==> config.mk <==
export PLATFORM = sky130hd
export DESIGN_NAME = bpsk_frame_decoder
export DESIGN_NICKNAME = d
export VERILOG_FILES = /design/src/rtl/bpsk_frame_pkg.sv /design/src/rtl/bit_shift_collector.sv /design/src/rtl/bpsk_frame_decoder.sv
export SDC_FILE = /design/constraint.sdc
export NUM_CORES = 1
export LEC_CHECK = 0
export ABC_AREA = 0
export ABC_CLOCK_PERIOD_IN_PS = 4700
export CAP_MARGIN = 5
export CORE_MARGIN = 2
export CORE_UTILIZATION = 62
export CTS_BUF_LIST = sky130_fd_sc_hd__clkbuf_4
export DETAILED_ROUTE_END_ITERATION = 7
export HOLD_SLACK_MARGIN = 0.06
export PLACE_DENSITY = 0.82
export SYNTH_ARGS = -nofsm -noshare
export SYNTH_HDL_FRONTEND = slang
export SYNTH_SLANG_ARGS = --single-unit
==> constraint.sdc <==
create_clock -name clk -period 4.7 [get_ports clk]
set_input_delay 0.94 -clock clk [delete_from_list [all_inputs] [get_ports clk]]
set_output_delay 0.94 -clock clk [all_outputs]
set_load 0.1 [all_outputs]
==> src/rtl/bpsk_frame_pkg.sv <==
// Shared types and constants for the BPSK frame decoder.
// WAVELENGTH mirrors the demodulator's samples-per-symbol setting.
package bpsk_frame_pkg;

    typedef enum logic [1:0] {HUNT, LEN, PAYLOAD, CHECK} state_t;

    localparam int         BYTE_W        = 8;
    localparam logic [7:0] SYNC_WORD_DEF = 8'hA7;
    localparam int         MAX_LEN_DEF   = 32;
    localparam int         WAVELENGTH    = 16;

    function automatic logic [BYTE_W-1:0] csum_add(input logic [BYTE_W-1:0] a,
                                                   input logic [BYTE_W-1:0] b);
        return a + b;
    endfunction

endpackage

==> src/rtl/bit_shift_collector.sv <==
// MSB-first 8-bit shifter. byte_done is combinational with the 8th strobe and
// byte_out already carries that bit, so the caller can act in the same cycle.
module bit_shift_collector
    import bpsk_frame_pkg::*;
(
    input  logic              clk,
    input  logic              reset,
    input  logic              clear,
    input  logic              enable,
    input  logic              bit_in,
    output logic [BYTE_W-1:0] byte_out,
    output logic              byte_done
);

    logic [BYTE_W-1:0] shreg;
    logic [2:0]        cnt;

    assign byte_out  = {shreg[BYTE_W-2:0], bit_in};
    assign byte_done = enable && (cnt == 3'd7);

    always_ff @(posedge clk or negedge reset) begin
        if (!reset) begin
            shreg <= '0;
            cnt   <= '0;
        end else if (clear) begin
            shreg <= '0;
            cnt   <= '0;
        end else if (enable) begin
            shreg <= byte_out;
            cnt   <= cnt + 3'd1;
        end
    end

endmodule

==> src/rtl/bpsk_frame_decoder.sv <==
// Sync hunt with phase-ambiguity resolution, then length/payload/checksum
// framing into a valid/ready byte stream with ok/err status pulses.
module bpsk_frame_decoder
    import bpsk_frame_pkg::*;
#(
    parameter logic [7:0] SYNC_WORD = SYNC_WORD_DEF,
    parameter int         MAX_LEN   = MAX_LEN_DEF,
    parameter int         TIMEOUT   = 16 * WAVELENGTH
) (
    input  logic              clk,
    input  logic              reset,
    input  logic              bit_in,
    input  logic              bit_valid,
    output logic [BYTE_W-1:0] byte_data,
    output logic              byte_valid,
    input  logic              byte_ready,
    output logic              frame_start,
    output logic              frame_last,
    output logic              frame_ok,
    output logic              frame_err,
    output logic              inverted
);

    localparam int                TW         = $clog2(TIMEOUT + 1);
    localparam logic [BYTE_W-1:0] MAX_LEN_B  = BYTE_W'(MAX_LEN);
    localparam logic [TW-1:0]     TMO_LAST   = TW'(TIMEOUT - 1);

    state_t            state, state_n;
    logic [BYTE_W-1:0] hunt_sr, hunt_next;
    logic [BYTE_W-1:0] len, csum, idx;
    logic [TW-1:0]     tmo_cnt;

    logic              col_en, col_clear, byte_done;
    logic [BYTE_W-1:0] col_byte;

    logic ok_n, err_n, load, lock, lock_inv, go_hunt, timeout, overrun, is_last;

    assign col_en    = bit_valid && (state != HUNT);
    assign hunt_next = {hunt_sr[BYTE_W-2:0], bit_in};
    assign is_last   = (idx == len - 8'd1);

    bit_shift_collector u_col (
        .clk       (clk),
        .reset     (reset),
        .clear     (col_clear),
        .enable    (col_en),
        .bit_in    (bit_in ^ inverted),
        .byte_out  (col_byte),
        .byte_done (byte_done)
    );

    always_comb begin
        state_n  = state;
        ok_n     = 1'b0;
        err_n    = 1'b0;
        load     = 1'b0;
        lock     = 1'b0;
        lock_inv = 1'b0;
        timeout  = (state != HUNT) && !bit_valid && (tmo_cnt == TMO_LAST);
        overrun  = byte_done && byte_valid && !byte_ready;

        case (state)
            HUNT: begin
                if (bit_valid && hunt_next == SYNC_WORD) begin
                    state_n = LEN;
                    lock    = 1'b1;
                end else if (bit_valid && hunt_next == ~SYNC_WORD) begin
                    state_n  = LEN;
                    lock     = 1'b1;
                    lock_inv = 1'b1;
                end
            end
            LEN: begin
                if (byte_done) begin
                    if (col_byte > MAX_LEN_B) begin
                        err_n   = 1'b1;
                        state_n = HUNT;
                    end else if (col_byte == '0) begin
                        state_n = CHECK;
                    end else begin
                        state_n = PAYLOAD;
                    end
                end
            end
            PAYLOAD: begin
                if (byte_done) begin
                    if (overrun) begin
                        err_n   = 1'b1;
                        state_n = HUNT;
                    end else begin
                        load = 1'b1;
                        if (is_last) state_n = CHECK;
                    end
                end
            end
            CHECK: begin
                if (byte_done) begin
                    ok_n    = (col_byte == csum);
                    err_n   = (col_byte != csum);
                    state_n = HUNT;
                end
            end
            default: state_n = HUNT;
        endcase

        // Timeout outranks anything the bit logic decided this cycle.
        if (timeout) begin
            state_n = HUNT;
            ok_n    = 1'b0;
            err_n   = 1'b1;
            load    = 1'b0;
        end

        go_hunt   = (state_n == HUNT) && (state != HUNT);
        col_clear = lock || go_hunt;
    end

    always_ff @(posedge clk or negedge reset) begin
        if (!reset) begin
            state       <= HUNT;
            hunt_sr     <= '0;
            inverted    <= 1'b0;
            len         <= '0;
            csum        <= '0;
            idx         <= '0;
            tmo_cnt     <= '0;
            byte_data   <= '0;
            byte_valid  <= 1'b0;
            frame_start <= 1'b0;
            frame_last  <= 1'b0;
            frame_ok    <= 1'b0;
            frame_err   <= 1'b0;
        end else begin
            state     <= state_n;
            frame_ok  <= ok_n;
            frame_err <= err_n;

            if (go_hunt)
                hunt_sr <= '0;
            else if (state == HUNT && bit_valid)
                hunt_sr <= hunt_next;

            if (go_hunt)
                inverted <= 1'b0;
            else if (lock)
                inverted <= lock_inv;

            if (state == LEN && byte_done) begin
                len  <= col_byte;
                csum <= col_byte;
                idx  <= '0;
            end else if (load) begin
                csum <= csum_add(csum, col_byte);
                idx  <= idx + 8'd1;
            end

            if (state_n == HUNT || bit_valid)
                tmo_cnt <= '0;
            else
                tmo_cnt <= tmo_cnt + TW'(1);

            // A new load wins over a same-cycle accept of the previous byte.
            if (load) begin
                byte_data   <= col_byte;
                byte_valid  <= 1'b1;
                frame_start <= (idx == '0);
                frame_last  <= is_last;
            end else if (byte_valid && byte_ready) begin
                byte_valid  <= 1'b0;
                frame_start <= 1'b0;
                frame_last  <= 1'b0;
            end
        end
    end

endmodule

* After elaboration in Yosys (flattened, before gate mapping)
Cells that the tools add are included.
** Storage, ports and cells
- Output and inout bits :: 14
- Bits in registers :: 66
** Operators by class
- Reduce and logical (&&, ||, !) cells :: 26
- Muxes and demuxes :: 47
- Add/subtract/negate cells :: 5
- $lt $le $gt $ge :: 1
- Eq/ne operators :: 10
- Bitwise gates (word level) :: 1
** Operator list (count)
- $mux W8 :: 4
- $mux W7 :: 4
- $mux W1 :: 25
- $mux W2 :: 9
- $eq A8 B8 Y1 :: 2
- $logic_not A8 Y1 :: 2
- $logic_and A1 B1 Y1 :: 12
- $reduce_bool A2 Y1 :: 6
- $add A9 B1 Y9 const B :: 1
- $eq A9 B8 Y1 const B :: 1
- $mux W9 :: 1
- $add A8 B1 Y8 const B :: 1
- $add A8 B8 Y8 :: 1
- $eq A8 B7 Y1 const B :: 1
- $eq A8 B8 Y1 const B :: 1
- $gt A8 B6 Y1 const B :: 1
- $ne A8 B8 Y1 :: 1
- $pmux W2 S4 :: 1
- $sub A8 B1 Y8 const B :: 1
- $mux W3 :: 2
- $eq A2 B2 Y1 const B :: 2
- $logic_not A2 Y1 :: 2
- $add A3 B1 Y3 const B :: 1
- $eq A3 B3 Y1 const B :: 1
- other kinds (5) :: 7

* Depth between registers and ports, before layout
Gate-level depths: netlist of the first run.
- Depth in word-level cells :: 13
- Gate-level depth with buffers :: 11
- Gate-level depth less buffers :: 11

* Modules after synthesis
From an unflattened synthesis of the first run, not the netlist that was laid out.
** Second synthesis, totals
- Cells, all modules :: 386
- Area total of the unflattened synthesis :: 3726.1 µm²
** Modules (own cells, without submodules)
- bpsk_frame_decoder :: area an instance 3283.1 µm², sequential area each 1401.3 µm², cells an instance 350, times used 1
- bit_shift_collector :: area an instance 442.9 µm², sequential area each 250.2 µm², cells an instance 36, times used 1

* Worst setup path before layout of the first run
No wires, ideal clock.
- Path type :: register -> register
- Start point :: register inverted
- End point :: register csum[6]
- Path buffers :: 0
- Data required time :: 4568 ps
- Arrival :: 2463 ps
- Library setup time :: 132 ps
- Setup slack :: 2105 ps
- Clock period less this slack :: 2595 ps
- Cell stages (with the launch flop) :: 12
- Cell sequence :: dfrtp_1 xnor2_1 inv_1 ha_1 inv_1 fa_1 nor2b_1 o21ai_0 nand2b_1 a21oi_1 mux2i_1 nand4_1
** On the way
- Word-level cells in the longest chain between the ends :: 4
** Ends and longest elaborated chain
- start: declaration :: RTL line bpsk_frame_decoder.sv:21 : output logic inverted
- start signal: assignment :: RTL line bpsk_frame_decoder.sv:146 : inverted <= lock_inv;
- $xor A1 B1 Y1 :: RTL line bpsk_frame_decoder.sv:47 : .bit_in (bit_in ^ inverted),
- net col_byte[0] :: RTL line bpsk_frame_decoder.sv:34 : logic [BYTE_W-1:0] col_byte;
- $add A8 B8 Y8 :: RTL line bpsk_frame_pkg.sv:14 : return a + b;
- $mux W8 :: RTL line bpsk_frame_decoder.sv:152 : end else if (load) begin
- $mux W8 :: RTL line bpsk_frame_decoder.sv:148 : if (state == LEN && byte_done) begin
- end signal: assignment :: RTL line bpsk_frame_decoder.sv:150 : csum <= col_byte;
- end signal: assignment :: RTL line bpsk_frame_decoder.sv:153 : csum <= csum_add(csum, col_byte);
- end: declaration :: RTL line bpsk_frame_decoder.sv:30 : logic [BYTE_W-1:0] len, csum, idx;
The timed path passes the listed nets, and every way through them passes these cells. The select of a mux whose other input is x is not followed.
A chain may end at the register's enable or synchronous reset.

* Final worst setup path of the first run
- Start point :: input bit_valid
- End point :: register u_col.shreg[0]
** On the way
- Word-level cells in the longest chain between the ends :: 12
- Elaborated cells between the ends (all ways) :: 25
- Those cells by class :: mux: 12; reduce/logical: 13
** Ends and longest elaborated chain
- start: declaration :: RTL line bpsk_frame_decoder.sv:13 : input logic bit_valid,
- $logic_and A1 B1 Y1 :: RTL line bpsk_frame_decoder.sv:38 : assign col_en = bit_valid && (state != HUNT);
- $logic_and A1 B1 Y1 :: RTL line bit_shift_collector.sv:19 : assign byte_done = enable && (cnt == 3'd7);
- $logic_and A1 B1 Y1 (2 in a row) :: RTL line bpsk_frame_decoder.sv:60 : overrun = byte_done && byte_valid && !byte_ready;
- $mux W2 :: RTL line bpsk_frame_decoder.sv:87 : if (overrun) begin
- $mux W2 :: RTL line bpsk_frame_decoder.sv:86 : if (byte_done) begin
- $pmux W2 S4 :: RTL line bpsk_frame_decoder.sv:62 : case (state)
- $mux W2 :: RTL line bpsk_frame_decoder.sv:107 : if (timeout) begin
- $logic_not A2 Y1 :: RTL line bpsk_frame_decoder.sv:114 : go_hunt = (state_n == HUNT) && (state != HUNT);
- $logic_and A1 B1 Y1 :: RTL line bpsk_frame_decoder.sv:114
- $logic_or A1 B1 Y1 :: RTL line bpsk_frame_decoder.sv:115 : col_clear = lock || go_hunt;
- $mux W7 or $reduce_bool A2 Y1 (tied branches)
- end signal: assignment :: RTL line bit_shift_collector.sv:29 : shreg <= byte_out;
- end: declaration :: RTL line bit_shift_collector.sv:15 : logic [BYTE_W-1:0] shreg;
Parallel ways exist; a longest one is shown, timed or not.

==> flow_summary.yaml, run 1 <==
global_route:
  grt_pass1_wl_um: 12400
  top_usage_layer: "met2"
  grt_max_degree: 37
  grt_use_met2_pct: 37.3
  grt_use_met1_pct: 36.8
  grt_overflow: 0
  grt_usage_pct: 25.3
  antenna_found_initial: 0
  grt_pass1_vias: 2650
  met3_usage_pct: 4.07
detailed_routing:
  remaining_drc_errors: 0
  via_per_inst: 5.84
  first_iter_violations: 259
  ant_nets: 0
  num_vias: 2751
  firstDrtPassIters: 4
  wl_per_cell_um: 15.4
  routed_wl_um: 7240
critical_path:
  r2r-start: "u_col.cnt[0]"
  path_max_fanout: 18
  critPathLaunchType: "input pin"
  crit_arrival_ns: 3.30
  crit_path_start: "bit_valid"
  criticalPathCategory: "in -> reg"
  critPathCaptureType: "register"
  cp.required_ns: 5.01
floorplan:
  initial_core_util_pct: 64.7
  fp.dieArea_um2: 6400
  die_y_um: 80.0
  die_x_um: 80.0
  io_pins: 19
  core_area_um2: 5540
  fp-row-count: 27
placed_design:
  portBuffers: 18
  dp_hpwl_um: 5100
  placed_cell_area_um2: 3780
  pre_cts_ws_ns: 1.32
  gp_congestion: 0.905
  dp_cells: 456
cts:
  clock_latency_ns: 0.40
  htree_levels: 3
  cts_root_buf: "clkbuf_4"
  cts_inserted_buffers: 9
  cts_num_sinks: 66
  cts_setup_buffers: 0
  cts_hold_buffers: 0
  ctsResizeCount: 0
  path_clk_slew_ns: 0.10
  clk_path_buf_depth: 2
  cts_tree: "built"
synth:
  synth_compound_area_share_pct: 11.0
  synth_edf_count: 0
  yosysTopAreaCellShare_pct: 46.1
  synth_cell_types: 58
  yosys_warnings: 0
  async_flop_share_pct: 100
  ys_seq_area_share_pct: 46.1
  synth_area_per_cell_um2: 9.41
  synth_common_cells: "71 x nand2_1, 66 x dfrtp_1, 47 x nor2_1"
  synthFlopType: "dfrtp_1"
  mappedNetlistNets: 401
  synthMostInstantiatedCell: "nand2_1"
  synth_xor_area_share_pct: 6.81
  synth_top_family_by_area: "simple AND/OR/NAND/NOR gates"
  yosys.area_share.simple_pct: 24.3
  synth-seq-cells: 66
  synth_area_leaders: "dfrtp_1 46%, nand2_1 7.4%, nor2_1 4.9%"
  syn-cell-area_um2: 3580
  synth_fa_ha_area_share_pct: 5.45
  synth_top_area_cell: "dfrtp_1"
  syn_inst: 381
  synthMuxAreaShare_pct: 2.79
timing:
  fin_worst_skew_ns: 0.0116
  final.setup.worst_slack_ns: 1.71
  rsz0062_at_grt: "no"
  maxSlewHeadroom_pct: 20.4
  drv_slew: 0
  finalSetupTns_ns: 0
  period_share_pct: 63.5
  finalHoldViolCount: 0
  fmax_mhz: 335
  worst_slew_pin_slew_ns: 1.19
  setup_viol: 0
  hold_slack_ns: 0.492
  post-route-min-period_ns: 2.99
power_and_ir_drop:
  leakagePower_nw: 1.90
  p_total_mw: 1.23
  ir_drop_v: 0.000281
  p_per_area_nw_per_um2: 315
worst_hold_path:
  min_path_type: "reg -> reg"
  min-delay-start: "byte_data[7]"
cells_and_area:
  antennaDiodeCount: 0
  fin_util_pct: 70.4
  drive_gt1_share_pct: 6.77
  syn_to_final_growth_pct: 8.90
  stdcell_count: 471
  final_design_area_no_fill_um2: 3900
  fin_nets: 415
flow_run:
  drv_cap: 0
run_status:
  status: "finished, final reports clean"
[state kept, by name, indices dropped and copies added (netlist names)]
name / cells
byte_data: 8
byte_valid: 1
csum: 8
frame_err: 1
frame_last: 1
frame_ok: 1
frame_start: 1
hunt_sr: 7
idx: 8
inverted: 1
len: 8
state: 2
tmo_cnt: 9
u_col.cnt: 3
u_col.shreg: 7
[cell families (layout without fill, tap and decap cells)]
family / Yosys count / after routing
simple gates: 178 / 178
flops: 66 / 66
compound gates: 56 / 56
buf+inv: 29 / 47
xor+xnor: 27 / 27
fa+ha+maj: 15 / 15
mux: 10 / 10
[routing by layer]
| layer | part of all wire [%] | vias to the layer above |
|---|---|---|
| li1 | - | 1345 |
| met2 | 47 | 80 |
| met4 | 1.7 | 0 |
| met1 | 47 | 1315 |
| met3 | 4.8 | 11 |
| met5 | 0 | - |
[cell usage in the layout (no fill, tap or decap), drive strengths merged, types with 3 or more instances in the layout]
cell type	count
and2	3
nor4b	3
clkdlybuf4s50	17
nand2b	3
nor4	3
nand4	7
clkinv	4
a21oi	17
and3	6
buf	3
nor3b	3
nand2	71
clkbuf	10
nand3	12
o21ai	15
inv	12
o221ai	3
xor2	17
nor3	6
nor2	47
ha	14
xnor2	10
dfrtp	66
mux2i	10
a221o	3
[worst paths after layout]
| path | end | slack (ns) | cells after the start |
|---|---|---|---|
| min | byte_data[7] | 0.49 | 2 |
| max | u_col.shreg[0] | 1.71 | 7 |
| min reg2reg | byte_data[7] | 0.49 | 2 |
| max in group asynchronous | idx[4] | 3.19 | 2 |
| max reg2reg | u_col.shreg[0] | 2.19 | 8 |
| min in group asynchronous | len[2] | 0.61 | 1 |
[cell type report]
| class | count | area, um^2 |
|---|---|---|
| multi-input cells | 286 | 1800 |
| clock buffers | 10 | 75.1 |
| well taps | 72 | 90.1 |
| clock inverters | 5 | 46.3 |
| flip-flops and latches | 66 | 1650 |
| inverters | 12 | 45.0 |
| repair buffers | 20 | 190 |
| fillers | 436 | 1640 |
[where the power goes]
| group | switching, mW | internal (mW) |
|---|---|---|
| logic | 0.125 | 0.0807 |
| clock network | 0.190 | 0.160 |
| registers | 0.0567 | 0.616 |
[critical path, cell delays in order]
cell and delay (ns):
clkdlybuf4s50_1 0.66, nand2_1 0.18, nor3b_4 0.62, a32oi_1 0.29, o21ai_2 0.16, o221ai_4 0.20
a211oi_2 0.24
(Power assumes the default switching activity.)
==> inputs of run 2 (changes only) <==
--- a/config.mk
+++ b/config.mk
@@ -6,14 +6,14 @@
 export NUM_CORES = 1
 export LEC_CHECK = 0
 export ABC_AREA = 0
-export ABC_CLOCK_PERIOD_IN_PS = 4700
+export ABC_CLOCK_PERIOD_IN_PS = 2740
 export CAP_MARGIN = 5
 export CORE_MARGIN = 2
-export CORE_UTILIZATION = 62
+export CORE_UTILIZATION = 56
 export CTS_BUF_LIST = sky130_fd_sc_hd__clkbuf_4
 export DETAILED_ROUTE_END_ITERATION = 7
 export HOLD_SLACK_MARGIN = 0.06
-export PLACE_DENSITY = 0.82
+export PLACE_DENSITY = 0.78
 export SYNTH_ARGS = -nofsm -noshare
 export SYNTH_HDL_FRONTEND = slang
 export SYNTH_SLANG_ARGS = --single-unit
==> constraint.sdc (replaced) <==
create_clock -name clk -period 2.74 [get_ports clk]
set_input_delay 0.548 -clock clk [delete_from_list [all_inputs] [get_ports clk]]
set_output_delay 0.548 -clock clk [all_outputs]
set_load 0.1 [all_outputs]
==> flow_summary.yaml, run 2 (synthesis results as in run 1) <==
run_status:
  status: "finished, final reports clean"
detailed_routing:
  routed_wl_um: 7480
  remaining_drc_errors: 0
  first_iter_violations: 202
  via_per_inst: 5.69
  num_vias: 2762
  ant_nets: 0
  firstDrtPassIters: 4
  wl_per_cell_um: 15.4
floorplan:
  die_y_um: 84.0
  io_pins: 19
  initial_core_util_pct: 57.1
  fp-row-count: 29
  die_x_um: 84.0
  core_area_um2: 6280
  fp.dieArea_um2: 7060
cts:
  cts_setup_buffers: 0
  cts_inserted_buffers: 9
  cts_num_sinks: 66
  cts_hold_buffers: 0
  clock_latency_ns: 0.41
  ctsResizeCount: 0
  cts_tree: "built"
  cts_root_buf: "clkbuf_4"
  clk_path_buf_depth: 2
  htree_levels: 3
  path_clk_slew_ns: 0.10
timing:
  setup_viol: 0
  worst_slew_pin_slew_ns: 0.720
  finalSetupTns_ns: 0
  post-route-min-period_ns: 2.30
  maxSlewHeadroom_pct: 51.8
  fmax_mhz: 435
  fin_worst_skew_ns: 0.00934
  finalHoldViolCount: 0
  hold_slack_ns: 0.171
  drv_slew: 0
  rsz0062_at_grt: "no"
  period_share_pct: 83.9
critical_path:
  worstRegToRegCells: 10
  path_max_fanout: 2
  criticalPathCategory: "in -> reg"
  crit_arrival_ns: 2.59
  critPathLaunchType: "input pin"
  cp.required_ns: 3.03
  critPathCaptureType: "register"
global_route:
  grt_max_degree: 38
  grt_pass1_wl_um: 13100
  antenna_found_initial: 0
  grt_pass1_vias: 2771
  grt_usage_pct: 23.4
  grt_overflow: 0
cells_and_area:
  largest_reg_flops: 9
  drive_gt1_share_pct: 12.5
  regMostFlops: "tmo_cnt"
  antennaDiodeCount: 0
  regArea_um2: 1650
  fin_nets: 424
  final_common_cell: "nand2_1"
  final_cell_mix: "71 x nand2_1, 66 x dfrtp_1, 47 x nor2_1"
  fill_cells: 526
  multi_input_area_um2: 1800
  syn_to_final_growth_pct: 9.67
worst_hold_path:
  min_path_type: "in -> async"
placed_design:
  portBuffers: 18
  dp_hpwl_um: 5350
  gp_congestion: 0.906
power_and_ir_drop:
  ir_drop_v: 0.000386
  p_per_area_nw_per_um2: 517
  leakagePower_nw: 1.97
flow_run:
  drv_cap: 0
[run 2: critical path, stage by stage]
cell,delay [ns]
clkdlybuf4s50_1,0.45
xnor2_1,0.16
inv_1,0.08
ha_1,0.18
inv_1,0.06
fa_1,0.38
nor2b_1,0.18
o21ai_0,0.11
nand2b_1,0.11
a21oi_1,0.08
mux2i_1,0.15
nand4_1,0.10
[run 2: final cells by class]
class / count / area share, %
Clock buffer: 10 / 1.91
Sequential cell: 66 / 42.0
Clock inverter: 5 / 0.573
Timing Repair Buffer: 29 / 5.99
Inverter: 12 / 1.15
Multi-Input combinational cell: 286 / 45.9
Tap cell: 77 / 2.45
[run 2: layer usage]
metal | routed length [um] | track usage, % | vias to the layer above
li1 | - | - | 1370
met1 | 3620 | 32.5 | 1326
met2 | 3420 | 36.0 | 59
met3 | 362 | 6.92 | 7
met4 | 72 | 6.45 | 0
met5 | 0 | 0 | -
[run 2: stage by stage]
step / setup slack, ns / util (%) / std cells / cell area (um^2) / total power, mW
after floorplan: 0.145 / - / 381 / 3580 / 1.41
after detailed placement: 0.0378 / 61.1 / 470 / 3830 / 1.54
after global routing: 0.216 / 62.6 / 485 / 3930 / 2.16
final: 0.440 / 62.6 / 485 / 3930 / 2.03
after global placement: 0.106 / 61.1 / 470 / 3830 / 1.52
after CTS: 0.435 / 62.6 / 485 / 3930 / 2.05
[run 2: power breakdown]
part	switching [mW]	total, mW	leakage (nW)	internal (mW)
clock	0.330	0.511	0.0609	0.181
sequential	0.0980	1.15	0.907	1.06
combinational	0.221	0.367	1.00	0.147
[run 2: path summary, 6_finish.rpt]
path	start	endpoint	slack [ns]
min reg2reg	byte_data[6]	byte_data[6]	0.49
min in group clk	byte_data[6]	byte_data[6]	0.49
max in group asynchronous	reset	inverted	1.94
min	reset	idx[4]	0.17
max	bit_in	csum[6]	0.44
max reg2reg	tmo_cnt[0]	hunt_sr[1]	0.46
==> inputs of run 3 (changes only) <==
--- a/config.mk
+++ b/config.mk
@@ -6,7 +6,7 @@
 export NUM_CORES = 1
 export LEC_CHECK = 0
 export ABC_AREA = 0
-export ABC_CLOCK_PERIOD_IN_PS = 2740
+export ABC_CLOCK_PERIOD_IN_PS = 2050
 export CAP_MARGIN = 5
 export CORE_MARGIN = 2
 export CORE_UTILIZATION = 56
==> constraint.sdc (replaced) <==
create_clock -name clk -period 2.05 [get_ports clk]
set_input_delay 0.41 -clock clk [delete_from_list [all_inputs] [get_ports clk]]
set_output_delay 0.41 -clock clk [all_outputs]
set_load 0.1 [all_outputs]
==> flow_summary.yaml, run 3 (synthesis results as in run 1) <==
run_status:
  status: "finished, final reports clean"
cts:
  cts_inserted_buffers: 9
  clk_path_buf_depth: 2
  cts_root_buf: "clkbuf_4"
  htree_levels: 3
  path_clk_slew_ns: 0.11
  clock_latency_ns: 0.43
  cts_tree: "built"
  cts_num_sinks: 66
power_and_ir_drop:
  ir_drop_v: 0.000696
  p_per_area_nw_per_um2: 716
  leakagePower_nw: 2.26
worst_hold_path:
  min_path_type: "in -> async"
critical_path:
  r2r_slack_ns: 0.005
  path_max_fanout: 4
  cpPeakStageDelay_ns: 0.38
  crit_path_start: "tmo_cnt[1]"
  criticalPathCategory: "reg -> reg"
  cp.required_ns: 2.36
  critPathLaunchType: "register"
  path_cells: "ha_2 -> nand3_4 -> nor2_4 -> ha_4 -> nand2b_4 -> and2_4 -> a32oi_2 -> o21ai_2 -> buf_4 -> a21oi_4 -> buf_6 -> a21oi_4"
  cp_slowest_cell: "dfrtp_1"
  critPathCaptureType: "register"
  r2r-start: "tmo_cnt[1]"
  worstRegToRegCells: 12
  crit_top_cell: "a21oi_4"
  regToRegEndpoint: "inverted"
  crit_arrival_ns: 2.36
global_route:
  grt_pass1_wl_um: 14400
  grt_pass1_vias: 3048
  grt_usage_pct: 26.0
  grt_overflow: 0
  antenna_found_initial: 0
  grt_max_degree: 42
detailed_routing:
  met1_length_um: 3820
  route.met2.wl_um: 4230
  routed_wl_um: 8750
  via_per_inst: 5.79
  top_layer_used: "met4"
  ant_nets: 0
  first_iter_violations: 213
  remaining_drc_errors: 0
  wl_per_cell_um: 16.5
  wl_met3_um: 464
  firstDrtPassIters: 4
  num_vias: 3077
cells_and_area:
  antennaDiodeCount: 0
  fill_cells: 445
  fin_nets: 469
  multi_input_area_um2: 2010
  syn_to_final_growth_pct: 28.3
  stdcell_count: 531
  final_common_cell: "nand2_1"
  regArea_um2: 1660
  final_cell_mix: "69 x nand2_1, 64 x dfrtp_1, 62 x buf_4"
  largest_reg_flops: 9
  fin_util_pct: 73.3
  drive_gt1_share_pct: 29.3
  regMostFlops: "tmo_cnt"
timing:
  worst_slew_pin_slew_ns: 0.496
  post-route-min-period_ns: 2.04
  finalSetupTns_ns: 0
  maxSlewHeadroom_pct: 66.6
  fin_worst_skew_ns: 0.0161
  hold_slack_ns: 0.324
  fmax_mhz: 489
  period_share_pct: 99.7
  setup_viol: 0
  drv_slew: 0
  finalHoldViolCount: 0
  rsz0062_at_grt: "yes"
  final.setup.worst_slack_ns: 0.00530
flow_run:
  drv_cap: 0
placed_design:
  dp_hpwl_um: 5990
  portBuffers: 18
  gp_congestion: 0.866
  dp_cells: 505
  pre_cts_ws_ns: -0.455
floorplan:
  fp-row-count: 29
  fp.dieArea_um2: 7060
  core_area_um2: 6280
  initial_core_util_pct: 57.1
  die_y_um: 84.0
  io_pins: 19
  die_x_um: 84.0
run 3: cell count changes in the layout (fill, tap and decap cells not counted), moves of 3 or more:
cell,before,now
buf_6,0,3
buf_4,24,62
ha_4,0,3
a21oi_2,1,6
ha_1,14,9
clkinv_4,0,3
buf_12,1,4
a21oi_1,16,9
run 3: metrics by stage:
stage | power, mW | instance area (um^2)
after floorplan | 1.91 | 3640
after global placement | 2.16 | 4190
after detailed placement | 2.18 | 4190
after CTS | 3.20 | 4410
after global routing | 3.44 | 4600
final | 3.29 | 4600
run 3: report_power, final:
group	internal, mW	switching [mW]	total, mW	leakage, nW
Combinational	0.346	0.384	0.730	1.27
Sequential	1.41	0.132	1.55	0.903
Clock	0.512	0.504	1.02	0.0905
run 3: cell type report:
cell class                 instances  share of cell area, %
multi-input combinational        286                   43.7
sequential                        66                   36.0
timing repair buffer              74                   13.6
tap                               77                   2.10
clock inverter                     6                   1.99
clock buffer                      10                   1.63
inverter                          12                  0.980
run 3: metal layers:
| layer | vias up | track usage (%) |
|---|---|---|
| li1 | 1458 | - |
| met1 | 1514 | 35.5 |
| met2 | 85 | 40.0 |
| met3 | 20 | 5.14 |
| met4 | 0 | 12.0 |
| met5 | - | 0 |
run 3: how the worst max path moves through the flow:
stage,endpoint,slack (ns),depth (start not counted)
2_1_floorplan,csum[6],-0.05,11
3_3_place_gp,csum[6],-0.34,12
3_5_place_dp,csum[6],-0.45,12
4_1_cts,inverted,0.007,12
5_1_grt,hunt_sr[0],-0.08,12
6_report,inverted,0.005,12
run 3: critical path, delay by kind of cell (launching register included):
kind / cells / cell delay, ns
compound gates: 4 / 0.48
fa+ha+maj: 2 / 0.37
buf+inv: 2 / 0.29
flops: 1 / 0.38
simple gates: 4 / 0.41
run 3: what timing repair did:
item / 4_1_cts / 5_1_grt
setup buffers: 1 / 8
hold buffers: 1 / 0
endpoints found under the setup margin: 34 / 35
hold endpoints to repair: 66 / 0
pin swaps: 6 / 9
gates resized for setup: 11 / 26
